[src/rtl/mc_pkg.sv]
// Shared constants for the multicycle controller: state codes,
// opcode fields, long-class codes and write-data selects.
package mc_pkg;

  typedef enum logic [3:0] {
    S_IDLE     = 4'd0,
    S_FETCH    = 4'd1,
    S_DECODE   = 4'd2,
    S_EXEC_ALU = 4'd3,
    S_ALU_WB   = 4'd4,
    S_MOV_WB   = 4'd5,
    S_FETCH2   = 4'd6,
    S_FETCH3   = 4'd7,
    S_MEM_RD   = 4'd8,
    S_MEM_WR   = 4'd9,
    S_JUMP     = 4'd10,
    S_HALT     = 4'd11
  } state_t;

  localparam logic [1:0] OP_ALU  = 2'b10;
  localparam logic [3:0] OP_MOV  = 4'b1100;
  localparam logic [3:0] OP_NOP  = 4'b1101;
  localparam logic [3:0] OP_RSV  = 4'b1110;
  localparam logic [3:0] OP_HALT = 4'b1111;

  localparam logic [1:0] LC_LOAD  = 2'b00;
  localparam logic [1:0] LC_STORE = 2'b01;
  localparam logic [1:0] LC_JMP   = 2'b10;
  localparam logic [1:0] LC_NOP   = 2'b11;

  localparam logic [1:0] WD_ALU = 2'b00;
  localparam logic [1:0] WD_MEM = 2'b01;
  localparam logic [1:0] WD_B   = 2'b10;

endpackage

[src/rtl/mc_controller.sv]
// Multicycle control FSM: fetches 1- or 3-byte instructions and
// sequences datapath loads, selects, memory and ALU controls.
module mc_controller
  import mc_pkg::*;
#(
  parameter bit HALT_ON_RESERVED = 1'b0
) (
  input  logic       clk,
  input  logic       rst,
  input  logic [3:0] opCode,
  input  logic       resume,
  output logic       TRLD,
  output logic       IorD,
  output logic       pcWrite,
  output logic       pcWriteCond,
  output logic       IRLD,
  output logic       memWrite,
  output logic       memRead,
  output logic       wrSrc,
  output logic       DILD,
  output logic       regSrc,
  output logic       regWrite,
  output logic       pcSrc,
  output logic       ALUSrcb,
  output logic [1:0] ALUOP,
  output logic [1:0] WDSrc,
  output logic       halted,
  output logic [3:0] state_dbg
);

  logic [3:0] state;
  logic [3:0] nstate;
  logic [1:0] lcls;

  always_ff @(posedge clk or negedge rst) begin
    if (!rst) begin
      state <= S_IDLE;
    end else begin
      state <= nstate;
    end
  end

  // IR is overwritten by byte1, so the long class is kept here
  always_ff @(posedge clk or negedge rst) begin
    if (!rst) begin
      lcls <= LC_NOP;
    end else if (state == S_DECODE && !opCode[3]) begin
      lcls <= opCode[1:0];
    end
  end

  always_comb begin
    nstate = S_IDLE;
    case (state)
      S_IDLE:     nstate = S_FETCH;
      S_FETCH:    nstate = S_DECODE;
      S_DECODE: begin
        unique case (1'b1)
          opCode[3:2] == OP_ALU: nstate = S_EXEC_ALU;
          opCode == OP_MOV:      nstate = S_MOV_WB;
          opCode == OP_NOP:      nstate = S_FETCH;
          opCode == OP_RSV:
            nstate = HALT_ON_RESERVED ? S_HALT : S_FETCH;
          opCode == OP_HALT:     nstate = S_HALT;
          !opCode[3]:            nstate = S_FETCH2;
          default:               nstate = S_IDLE;
        endcase
      end
      S_EXEC_ALU: nstate = S_ALU_WB;
      S_ALU_WB:   nstate = S_FETCH;
      S_MOV_WB:   nstate = S_FETCH;
      S_FETCH2:   nstate = S_FETCH3;
      S_FETCH3: begin
        case (lcls)
          LC_LOAD:  nstate = S_MEM_RD;
          LC_STORE: nstate = S_MEM_WR;
          LC_JMP:   nstate = S_JUMP;
          default:  nstate = S_FETCH;
        endcase
      end
      S_MEM_RD:   nstate = S_FETCH;
      S_MEM_WR:   nstate = S_FETCH;
      S_JUMP:     nstate = S_FETCH;
      S_HALT:     nstate = resume ? S_FETCH : S_HALT;
      default:    nstate = S_IDLE;
    endcase
  end

  always_comb begin
    TRLD        = 1'b0;
    IorD        = 1'b0;
    pcWrite     = 1'b0;
    pcWriteCond = 1'b0;
    IRLD        = 1'b0;
    memWrite    = 1'b0;
    memRead     = 1'b0;
    wrSrc       = 1'b0;
    DILD        = 1'b0;
    regSrc      = 1'b0;
    regWrite    = 1'b0;
    pcSrc       = 1'b0;
    ALUSrcb     = 1'b0;
    ALUOP       = 2'b00;
    WDSrc       = WD_ALU;
    halted      = 1'b0;
    case (state)
      S_FETCH: begin
        memRead = 1'b1;
        IRLD    = 1'b1;
        pcWrite = 1'b1;
      end
      S_DECODE: DILD = !opCode[3];
      S_EXEC_ALU: ALUOP = opCode[1:0];
      S_ALU_WB: begin
        regWrite = 1'b1;
        ALUOP    = opCode[1:0];
        WDSrc    = WD_ALU;
      end
      S_MOV_WB: begin
        regWrite = 1'b1;
        WDSrc    = WD_B;
      end
      S_FETCH2: begin
        memRead = 1'b1;
        IRLD    = 1'b1;
        pcWrite = 1'b1;
        regSrc  = 1'b1;
      end
      S_FETCH3: begin
        memRead = 1'b1;
        TRLD    = 1'b1;
        pcWrite = 1'b1;
        regSrc  = 1'b1;
      end
      S_MEM_RD: begin
        IorD     = 1'b1;
        memRead  = 1'b1;
        regWrite = 1'b1;
        wrSrc    = 1'b1;
        WDSrc    = WD_MEM;
      end
      S_MEM_WR: begin
        IorD     = 1'b1;
        memWrite = 1'b1;
        regSrc   = 1'b1;
      end
      S_JUMP: begin
        pcWriteCond = 1'b1;
        pcSrc       = 1'b1;
      end
      S_HALT: halted = 1'b1;
      default: ;
    endcase
  end

  assign state_dbg = state;

endmodule

[config.mk]
export PLATFORM = sky130hd
export DESIGN_NAME = mc_controller
export DESIGN_NICKNAME = d
export VERILOG_FILES = /design/src/rtl/mc_pkg.sv /design/src/rtl/mc_controller.sv
export SDC_FILE = /design/constraint.sdc
export NUM_CORES = 1
export LEC_CHECK = 0
export ABC_CLOCK_PERIOD_IN_PS = 1400
export CORE_UTILIZATION = 38
export DETAILED_ROUTE_END_ITERATION = 7
export PLACE_DENSITY = 0.9
export SLEW_MARGIN = 20
export SYNTH_ARGS = -nofsm -noshare
export SYNTH_HDL_FRONTEND = slang
export SYNTH_SLANG_ARGS = --single-unit
[constraint.sdc]
create_clock -name clk -period 1.4 [get_ports clk]
set_input_delay 0.21 -clock clk [delete_from_list [all_inputs] [get_ports clk]]
set_output_delay 0.21 -clock clk [all_outputs]
set_load 0.02 [all_outputs]
-- After elaboration in Yosys (flattened, before gate mapping)
Cells that the tools add are included.
- flip-flop bits (word level): 6
- bits of input ports: 7
- output and inout bits: 22
- word-level logic and storage cells: 51
- equality and inequality tests: 18
- multiplexer cells: 18
- reduce and logical (&&, ||, !) cells: 13
- operators by type and width (operator ; count):
    == test 4 bit, second input constant ; 8
    case mux 4 bit (7 select lines) ; 1
    case mux 4 bit (5 select lines) ; 1
    == test 4 x 3 -> 1 bit, second input constant ; 4
    two-way mux 1 bit ; 12
    case mux 4 bit (3 select lines) ; 1
    OR reduction 3 bit ; 3
    == test 4 x 2 -> 1 bit, second input constant ; 2
    OR reduction 2 bit ; 4
    OR reduction 6 bit ; 1
    == test 2 bit, second input constant ; 2
    == test 4 x 1 -> 1 bit, second input constant ; 1
    logical NOT 4 bit ; 1
    two-way mux 4 bit ; 1
    case mux 2 bit (2 select lines) ; 1
    OR reduction 4 bit ; 1
    == test 2 x 1 -> 1 bit, second input constant ; 1
    logical NOT 2 bit ; 1
    two-way mux 2 bit ; 1
    logical AND 1 bit ; 1
    logical NOT 1 bit ; 1

-- Depth between registers and ports, before layout
Gate-level depths: netlist of the first run.
- word-level depth: 4
- depth in mapped cells: 5
- depth with buffers taken out: 3

-- Worst setup path after synthesis of the first run
No wires, ideal clock.
- kind: register -> output
- from: reg state[2] (netlist: state_dbg[2])
- to: out pcWriteCond
- arrival: 1407 ps
- setup slack: -217 ps
- stages on the path, launching flop included: 5
- path buffers: 2
- cells stage by stage: dfrtp_1 -> nand2b_1 -> buf_4 -> nor2_1 -> buf_4
- cells in the longest elaborated chain, start to end: 2
- RTL lines (element ; RTL line ; source):
    start: declaration ; mc_controller.sv:31 ; logic [3:0] state;
    start signal: assignment ; mc_controller.sv:39 ; state <= nstate;
    == test 4 bit ; - ;
    two-way mux 1 bit ; - ;
    end: declaration ; mc_controller.sv:15 ; output logic pcWriteCond,
No other way between the ends.

-- Final worst setup path of the first run
- from: reg state[1] (netlist: state_dbg[1])
- to: out ALUOP[0]
- cells in the longest elaborated chain, start to end: 3
- elaborated cells between the ends (all ways): 4
- RTL lines (element ; RTL line ; source):
    == test 4 x 3 -> 1 bit / == test 4 x 2 -> 1 bit (equally long branches) ; mc_controller.sv:106 ; case (state)
    OR reduction 2 bit (no source line) (*) ; - ;
    two-way mux 2 bit (*) ; mc_controller.sv:106 ;
    end: declaration ; mc_controller.sv:25 ; output logic [1:0] ALUOP,
Mark *: on every way between the ends. The rest lies on a longest branch, timed or not.

==> flow_summary_export.csv, run 1 <==
group,metric,value,unit
setup_path,reg2reg_from,"state_dbg[2]",
logic_synthesis,syn_nets,77,
pwr,netSwitchingPower,1200,uW
clock_network,cts_buffers,3,
placement,post-place-ws,-522.1,ps
logic_synthesis,synth_area,556.8,um2
die,row_count,13,
pwr,ir_drop,1493,uV
logic_synthesis,ys_warn_count,0,
logic_synthesis,yosys.area_share.simple,41.35,%
logic_synthesis,synth.area.mux_share,4.045,%
finish,areaGrowthSynthToFinish,109.0,%
global_route,grt_overflow,0,
clock_network,clock_latency,260,ps
placement,place_congestion,0.8494,
setup_path,critPathLaunchType,"register",
finish,layout-drive-gt1-share,63.56,%
setup_path,r2r_cells,5,
sta,setup_ws,-301.3,ps
outcome,failed_checks,"negative setup slack",
placement,portBuffers,27,
sta,rsz0062_at_grt,"true",
routing,ant_nets,0,
logic_synthesis,synth_area_per_cell,7.954,um2
logic_synthesis,yosys_register_bits,6,
sta,hold_violations,0,
sta,timing.hold.ws,190.8,ps
logic_synthesis,synth_cells,70,
sta,period_needed,1701,ps
hold_path,hold_class,"primary input to async pin",
global_route,grt_pass1_vias,644,
routing,drtIter0Drc,25,
logic_synthesis,yosys.cell_types.count,33,
setup_path,worstPathMaxFanout,4,
finish,fin_area,1164,um2
sta,setup_viol,22,
clock_network,cts_tree,"built",
pwr,power_density,2252,nW/um2
pwr,netSwitchingFraction,45.78,%
placement,hpwl,1381,um
global_route,grt_first_pass_wirelength,3036,um
pwr,pwr-share-clk,7.4,%
die,die-area,1622,um2
routing,wl,2511,um
setup_path,cp.arrival,1490,ps
logic_synthesis,synth_top_area_share,17.98,%
finish,fin_nets,126,
logic_synthesis,synth_compound_area_share,15.28,%
pwr,p_comb_share,78.2,%
logic_synthesis,yosysSeqAreaShare,27.42,%
routing,wire_per_inst,18.88,um
routing,drc_errors,0,
finish,nFillCells,55,
logic_synthesis,synth_xor_xnor_area_share,1.573,%
setup_path,setup.worst_path.class,"register to output pin",
die,initial_core_util,41.74,%
die,core_area,1334,um2
setup_path,ff2ff_setup_slack,-100,ps
setup_path,cp.required,1190,ps
pwr,seq_power_share,14.5,%
pwr,p_leak,0.0005175,uW
sta,slew_violations,0,
clock_network,cts_htree_levels,1,
die,dieHeight,40.28,um
logic_synthesis,synthTopCellsByArea,"dfrtp_1 18%, dfstp_2 9.4%, nand3b_1 6.7%, nand2b_1 5.6%, nor2_1 5.4%",
global_route,grt.total_usage,30.14,%
routing,dr.pass1.iters,4,
global_route,antenna_found_initial,0,
clock_network,postCtsHoldBufs,0,
logic_synthesis,yosysTopAreaCell,"dfrtp_1",
finish,n_antenna_cell,0,
flow_run,max_cap_viol_count,0,
routing,via_count,768,
logic_synthesis,synth_top_family_by_area,"simple AND/OR/NAND/NOR gates",
sta,finClkSkew,0.6094,ps
die,io_pins,29,
global_route,grt_start_max_net_pins,18,
routing,vias_per_cell,5.774,
setup_path,worstSetupEndpointType,"output pin",
clock_network,cts_sinks,6,
sta,fin_crit_sh,121.5,%
sta,max_freq,0.5878,GHz
placement,placed_area,1039,um2
logic_synthesis,synthAdderAreaFrac,0,%
die,fp.dieW,40.28,um
pwr,p_int,1421,uW
setup_path,rr_endpoint,"lcls[1]",
clock_network,clk_path_buf_depth,2,
outcome,run_status,"finished, violations left",
clock_network,clkTransAtPathRegs,60,ps
clock_network,root_buffer,"clkbuf_4",
==> worst max-delay path, cell delays in order, from the launching register on <==
cell     delay, ps
dfrtp_2        430
or3b_4         380
a21oi_2        150
and2_4         160
buf_6          110
==> worst max path at each step <==
stage                      start        to  slack (ps)  cells after the start
floorplan           state_dbg[3]  regWrite         -90                      4
global placement    state_dbg[1]  ALUOP[1]        -470                      4
detailed placement  state_dbg[1]  ALUOP[0]        -520                      4
CTS                 state_dbg[1]  ALUOP[0]        -280                      4
global route        state_dbg[1]  ALUOP[0]        -340                      4
finish              state_dbg[1]  ALUOP[0]        -300                      4
==> cell usage after synthesis <==
cell type	instances
nor4_4	1
nor2_1	8
buf_4	3
clkbuf_1	1
a22oi_1	1
nand4b_1	1
dfrtp_1	4
o21ai_0	2
conb_1	1
o21bai_1	1
nor4_1	2
a21o_1	1
or2b_1	1
a221o_1	1
inv_1	2
nor2b_1	1
or3_1	1
a21oi_1	4
nand2_1	3
or2_1	1
nor3b_1	2
a211oi_1	1
buf_2	4
o21a_1	1
or3b_1	1
nor3_1	3
o31ai_1	1
mux2_1	2
dfstp_2	2
nand2b_1	5
xnor2_1	1
nand3b_1	5
and2_1	2
==> per-stage QoR <==
step | std cells | TNS [ps] | total power, uW | utilization (%)
after floorplan | 70 | -572.4 | 1362 | -
after global placement | 125 | -6078 | 2048 | 77.86
after detailed placement | 125 | -6770 | 2098 | 77.86
after CTS | 132 | -2373 | 2439 | 83.77
after global routing | 133 | -3839 | 2751 | 87.24
final | 133 | -2747 | 2621 | 87.24
==> layout by cell type, fill, tap and decap left out, drive strengths merged <==
master,synthesis,layout
nor2,8,8
nand2b,5,5
nor3b,2,2
clkdlybuf4s50,0,6
or2,1,1
o21ai,2,2
dfstp,2,2
a221o,1,1
o31ai,1,1
clkdlybuf4s15,0,1
dfrtp,4,4
nand2,3,3
or3b,1,1
mux2,2,2
xnor2,1,1
nor2b,1,1
conb,1,1
or3,1,1
nand3b,5,5
nor3,3,3
nor4,3,3
a211oi,1,1
nand4b,1,1
buf,7,43
and2,2,2
a22oi,1,1
inv,2,2
o21bai,1,1
clkbuf,1,6
o21a,1,1
or2b,1,1
a21o,1,1
a21oi,4,4
==> logic make-up after synthesis <==
| group | count (synthesis) |
|---|---|
| other cells | 1 |
| simple gates | 37 |
| compound gates | 13 |
| mux | 2 |
| flops | 6 |
| xor+xnor | 1 |
| buf+inv | 10 |
==> timing repair <==
| item | in CTS | in global routing |
|---|---|---|
| gates resized for setup | 114 | 17 |
| endpoints found under the setup margin | 25 | 26 |
| setup buffers | 3 | 2 |
| pin swaps | 2 | 4 |
==> registers in the layout, summed over array words and instances, names as in the netlist <==
register and count:
state_dbg 4, lcls 2
==> power groups by stage <==
stage / Combinational, uW / Sequential, uW / Clock, uW
floorplan: 931 / 431 / 0
global placement: 1700 / 349 / 0
detailed placement: 1740 / 358 / 0
CTS: 1880 / 369 / 188
global route: 2160 / 389 / 207
finish: 2050 / 379 / 193
==> cell type report <==
type | instances | area, um2 | area share (%)
clock buffers | 4 | 26.28 | 2.258
flip-flops and latches | 6 | 157.7 | 13.55
multi-input cells | 54 | 460.4 | 39.57
well taps | 15 | 18.77 | 1.613
inverters | 2 | 7.507 | 0.6452
repair buffers | 52 | 493.0 | 42.37
==> routing by layer <==
layer	share of wire, %	routed length (um)	GRT usage, %	vias to the layer above
li1	-	-	-	338
met1	39	976	36.73	372
met2	52	1309	50.00	54
met3	8.0	202	5.556	4
met4	0.92	23	15.83	0
met5	0	0	0	-
(Power assumes the default switching activity.)
==> inputs of run 2 (changes only) <==
REMOVE_ABC_BUFFERS = 1   (was default)
==> run 2 against run 1 <==
  * The run still ends with negative setup slack left
  * Critical path depth increased by 2
  * Non-clock buffer count increased by 2
  * Sequential share of layout area increased by 0.083 points
  * Via count increased by 0.13%
  * Hold slack improved by 1.8 ps
  * Die area unchanged
  * Final cell count increased by 1.5%
  * First-iteration DRC count decreased by 4.0%
  * Core utilization decreased by 3.3 points
  * Critical path type unchanged
==> flow_summary_export.csv, run 2 (same netlist as run 1, synthesis figures left out) <==
group,metric,value,unit
sta,setup_viol,21,
routing,ant_nets,0,
routing,met1Wirelength,972,um
routing,via_count,769,
pwr,ir_drop,1547,uV
die,dieHeight,40.28,um
finish,n_antenna_cell,0,
pwr,p_leak,0.0005264,uW
sta,fin_crit_sh,123.5,%
placement,hpwl,1393,um
routing,top_layer_used,"met4",
global_route,grt_first_pass_wirelength,2753,um
die,io_pins,29,
sta,slew_violations,0,
setup_path,crit_slowest_cell,"dfrtp_1",
clock_network,root_buffer,"clkbuf_4",
flow_run,max_cap_viol_count,0,
sta,finClkSkew,13.08,ps
hold_path,hold_class,"primary input to async pin",
setup_path,cpPeakStageDelay,370,ps
setup_path,worstPathMaxFanout,6,
placement,portBuffers,27,
pwr,total_power,2492,uW
setup_path,cp.required,1190,ps
setup_path,setup.worst_path.class,"register to output pin",
routing,wl,2416,um
placement,post-place-ws,-489.2,ps
sta,setup_ws,-329.4,ps
die,initial_core_util,41.74,%
sta,hold_violations,0,
clock_network,cts_buffers,3,
sta,period_needed,1729,ps
finish,largest_reg_flops,4,
global_route,grt_pass1_vias,634,
clock_network,clk_path_buf_depth,2,
routing,vias_per_cell,5.696,
clock_network,clock_latency,250,ps
outcome,run_status,"finished, violations left",
setup_path,worstSetupEndpointType,"output pin",
clock_network,cts_htree_levels,1,
finish,fin_nets,128,
global_route,grt_overflow,0,
setup_path,crit_path_frequent_cell,"buf_6",
global_route,grt_start_max_net_pins,13,
routing,dr.pass1.iters,4,
setup_path,critPathLaunchType,"register",
routing,wire_per_inst,17.90,um
setup_path,crit_family,"buffers and inverters",
clock_network,cts_tree,"built",
routing,drtIter0Drc,24,
finish,layout_common_cells,"28 x buf_4, 13 x buf_6, 6 x clkdlybuf4s50_1",
die,core_area,1334,um2
setup_path,cp.arrival,1520,ps
clock_network,clkTransAtPathRegs,60,ps
routing,wl_met3,155,um
outcome,failed_checks,"negative setup slack",
routing,wl_met2,1256,um
finish,layout-drive-gt1-share,60.00,%
routing,drc_errors,0,
setup_path,crit_path_cell_trace,"buf_6 -> clkbuf_2 -> nand3b_1 -> a21oi_2 -> and2_1 -> buf_6",
setup_path,cp_num_buf_inv,3,
die,die-area,1622,um2
global_route,antenna_found_initial,0,
die,fp.dieW,40.28,um
finish,areaGrowthSynthToFinish,101.1,%
placement,place_congestion,0.7810,
die,row_count,13,
sta,rsz0062_at_grt,"true",
clock_network,cts_sinks,6,
sta,max_freq,0.5782,GHz
global_route,grt.total_usage,25.49,%
pwr,power_density,2226,nW/um2
finish,final_common_cell,"buf_4",
run 2: through the flow:
step	utilization [%]	hold WS [ps]	area (um2)	setup TNS, ps	cells
2_1_floorplan	-	-85.59	510.5	-3524	62
3_3_place_gp	71.20	459.2	949.7	-5726	124
3_5_place_dp	71.20	459.9	949.7	-6577	124
4_1_cts	74.11	204.0	988.4	-2659	132
5_1_grt	83.96	217.8	1120	-4304	135
6_report	83.96	192.6	1120	-3688	135
run 2: area by class of cell:
class,instances,area (um2)
timing repair buffer,54,465.4
multi-input combinational,54,449.2
fill,79,214.0
sequential,6,152.6
clock buffer,4,26.28
tap,15,18.77
inverter,2,7.507
run 2: path summary, 6_finish.rpt:
check	startpoint	to	slack [ps]	depth (start not counted)
setup / recovery	state_dbg[0]	ALUOP[1]	-330	6
hold / removal	rst	state_dbg[2]	190	1
setup reg to reg	state_dbg[2]	state_dbg[1]	-210	5
hold reg to reg	lcls[1]	state_dbg[3]	600	2
max in group asynchronous	rst	lcls[1]	920	1
min in group clk	lcls[1]	state_dbg[3]	600	2
run 2: timing repair:
item,CTS,global route
setup endpoints to repair,25,22
resized for setup,100,38
pin swaps,3,4
hold buffers,0,0
buffers inserted,4,4
run 2: where the power goes:
part           switching [uW]  internal [uW]  total, uW
Sequential               81.0            274        355
Combinational            1000            947       1950
Clock                    76.5            109        185
Total                    1160           1330       2490
run 2: routing by layer:
layer,vias up,global-route usage [%]
li1,344,-
met1,379,29.83
met2,42,48.79
met3,4,2.222
met4,0,6.667
met5,-,0
==> inputs of run 3 (changes only) <==
RECOVER_POWER = 25   (was default)
==> run 3 against run 2 <==
  * Critical path depth stayed put
  * Wire length did not move
  * Critical path type unchanged
  * Sequential share of layout area is the same
  * Design area did not move
  * Via count did not move
  * Critical endpoint unchanged
  * Setup slack unchanged
  * Non-clock buffer count did not move
  * Global-route usage did not move
  * The run still ends with negative setup slack left
==> flow_summary_export.csv, run 3 (same netlist as run 1, synthesis figures left out) <==
group,metric,value,unit
setup_path,cp.required,1190,ps
sta,finClkSkew,13.08,ps
sta,max_freq,0.5782,GHz
die,die-area,1622,um2
finish,final_cells,135,
setup_path,crit_family,"buffers and inverters",
finish,seq_area,152.6,um2
pwr,ir_drop,1547,uV
sta,slew_violations,0,
sta,setup_ws,-329.4,ps
global_route,grt_overflow,0,
routing,dr.pass1.iters,4,
finish,fin_area,1120,um2
die,dieHeight,40.28,um
setup_path,cp.arrival,1520,ps
placement,placed_area,949.7,um2
clock_network,clock_latency,250,ps
outcome,failed_checks,"negative setup slack",
pwr,total_power,2492,uW
placement,hpwl,1393,um
finish,multiInputGateArea,449.2,um2
routing,drc_errors,0,
setup_path,ff2ff_setup_slack,-210,ps
die,core_area,1334,um2
finish,layout_common_cells,"28 x buf_4, 13 x buf_6, 5 x nand3b_1, 5 x clkdlybuf4s50_1",
global_route,grt_start_max_net_pins,13,
finish,n_antenna_cell,0,
global_route,grt_pass1_vias,634,
setup_path,worstSetupEndpointType,"output pin",
die,initial_core_util,41.74,%
finish,areaGrowthSynthToFinish,101.1,%
clock_network,cts_sinks,6,
clock_network,cts_htree_levels,1,
setup_path,reg2reg_from,"state_dbg[2]",
sta,fin_setup_tns,-3688,ps
finish,final_common_cell,"buf_4",
finish,largest_reg_flops,4,
clock_network,clk_path_buf_depth,2,
setup_path,setup.worst_path.class,"register to output pin",
sta,setup_viol,21,
setup_path,cpPeakStageDelay,370,ps
placement,place_congestion,0.7810,
finish,nFillCells,79,
flow_run,max_cap_viol_count,0,
clock_network,postCtsHoldBufs,0,
placement,place_inst,124,
routing,wl,2416,um
placement,portBuffers,27,
clock_network,clkTransAtPathRegs,60,ps
die,io_pins,29,
clock_network,cts_buffers,3,
setup_path,critPathLaunchType,"register",
setup_path,crit_slowest_cell,"dfrtp_1",
finish,layout-drive-gt1-share,60.00,%
clock_network,root_buffer,"clkbuf_4",
setup_path,cp_num_buf_inv,3,
setup_path,rr_endpoint,"state_dbg[1]",
sta,hold_violations,0,
pwr,p_leak,0.0005267,uW
routing,ant_nets,0,
die,fp.dieW,40.28,um
global_route,antenna_found_initial,0,
finish,fin_nets,128,
global_route,grt.total_usage,25.49,%
die,row_count,13,
sta,rsz0062_at_grt,"true",
routing,wire_per_inst,17.90,um
outcome,run_status,"finished, violations left",
setup_path,r2r_cells,5,
pwr,power_density,2225,nW/um2
hold_path,hold_class,"primary input to async pin",
sta,fin_crit_sh,123.5,%
setup_path,worstPathMaxFanout,6,
setup_path,crit_path_frequent_cell,"buf_6",
global_route,grt_first_pass_wirelength,2753,um
setup_path,crit_path_cell_trace,"buf_6 -> clkbuf_2 -> nand3b_1 -> a21oi_2 -> and2_1 -> buf_6",
sta,period_needed,1729,ps
routing,drtIter0Drc,24,
clock_network,cts_tree,"built",
routing,vias_per_cell,5.696,
routing,via_count,769,
## run 3: cell count changes in the layout (fill, tap and decap cells not counted), sizes merged
cell,delta
clkdlybuf4s50,-1
dlygate4sd3,+1
## run 3: stage by stage
stage	util [%]	setup slack [ps]	hold slack, ps
global route	83.96	-365.1	288.3
finish	83.96	-329.4	263.1
floorplan	-	-302.8	-85.59
global placement	71.20	-403.8	459.2
detailed placement	71.20	-489.2	459.9
CTS	74.11	-256.2	204.0
## run 3: worst reg2reg max path, stage by stage, from the launching register on
cell and delay, ps:
dfrtp_1 420, buf_4 170, buf_4 160, nand3b_1 200, nand2b_4 170, a221o_1 360
## run 3: area by class of cell
class	instances	share of cell area [%]
Inverter	2	0.6704
Timing Repair Buffer	54	41.56
Tap cell	15	1.676
Multi-Input combinational cell	54	40.11
Sequential cell	6	13.63
Clock buffer	4	2.346
## run 3: what timing repair did
item | 4_1_cts | 5_1_grt
endpoints found under the setup margin | 25 | 22
pin swaps | 3 | 4
hold endpoints to repair | 0 | 0
gates resized for setup | 100 | 38
buffers inserted | 4 | 4
## run 3: layer usage
metal	routed length, um	vias up	part of all wire (%)	global-route usage (%)
met4	31	0	1.3	6.667
met2	1256	42	52	48.79
met3	155	4	6.4	2.222
li1	-	344	-	-
met5	0	-	0	0
met1	972	379	40	29.83
## run 3: worst max path at each step
| stage | from | end | slack (ps) | cells past startpoint |
|---|---|---|---|---|
| 6_report | state_dbg[0] | ALUOP[1] | -330 | 6 |
| 4_1_cts | state_dbg[2] | ALUOP[1] | -260 | 4 |
| 5_1_grt | state_dbg[0] | ALUOP[1] | -370 | 6 |
| 3_3_place_gp | state_dbg[1] | ALUOP[0] | -400 | 4 |
| 2_1_floorplan | state_dbg[2] | pcSrc | -300 | 2 |
| 3_5_place_dp | state_dbg[1] | ALUOP[0] | -490 | 4 |
## run 3: report_power, final
part	switching, uW	internal (uW)
Combinational	1000	947
Sequential	81.0	274
Clock	76.5	109
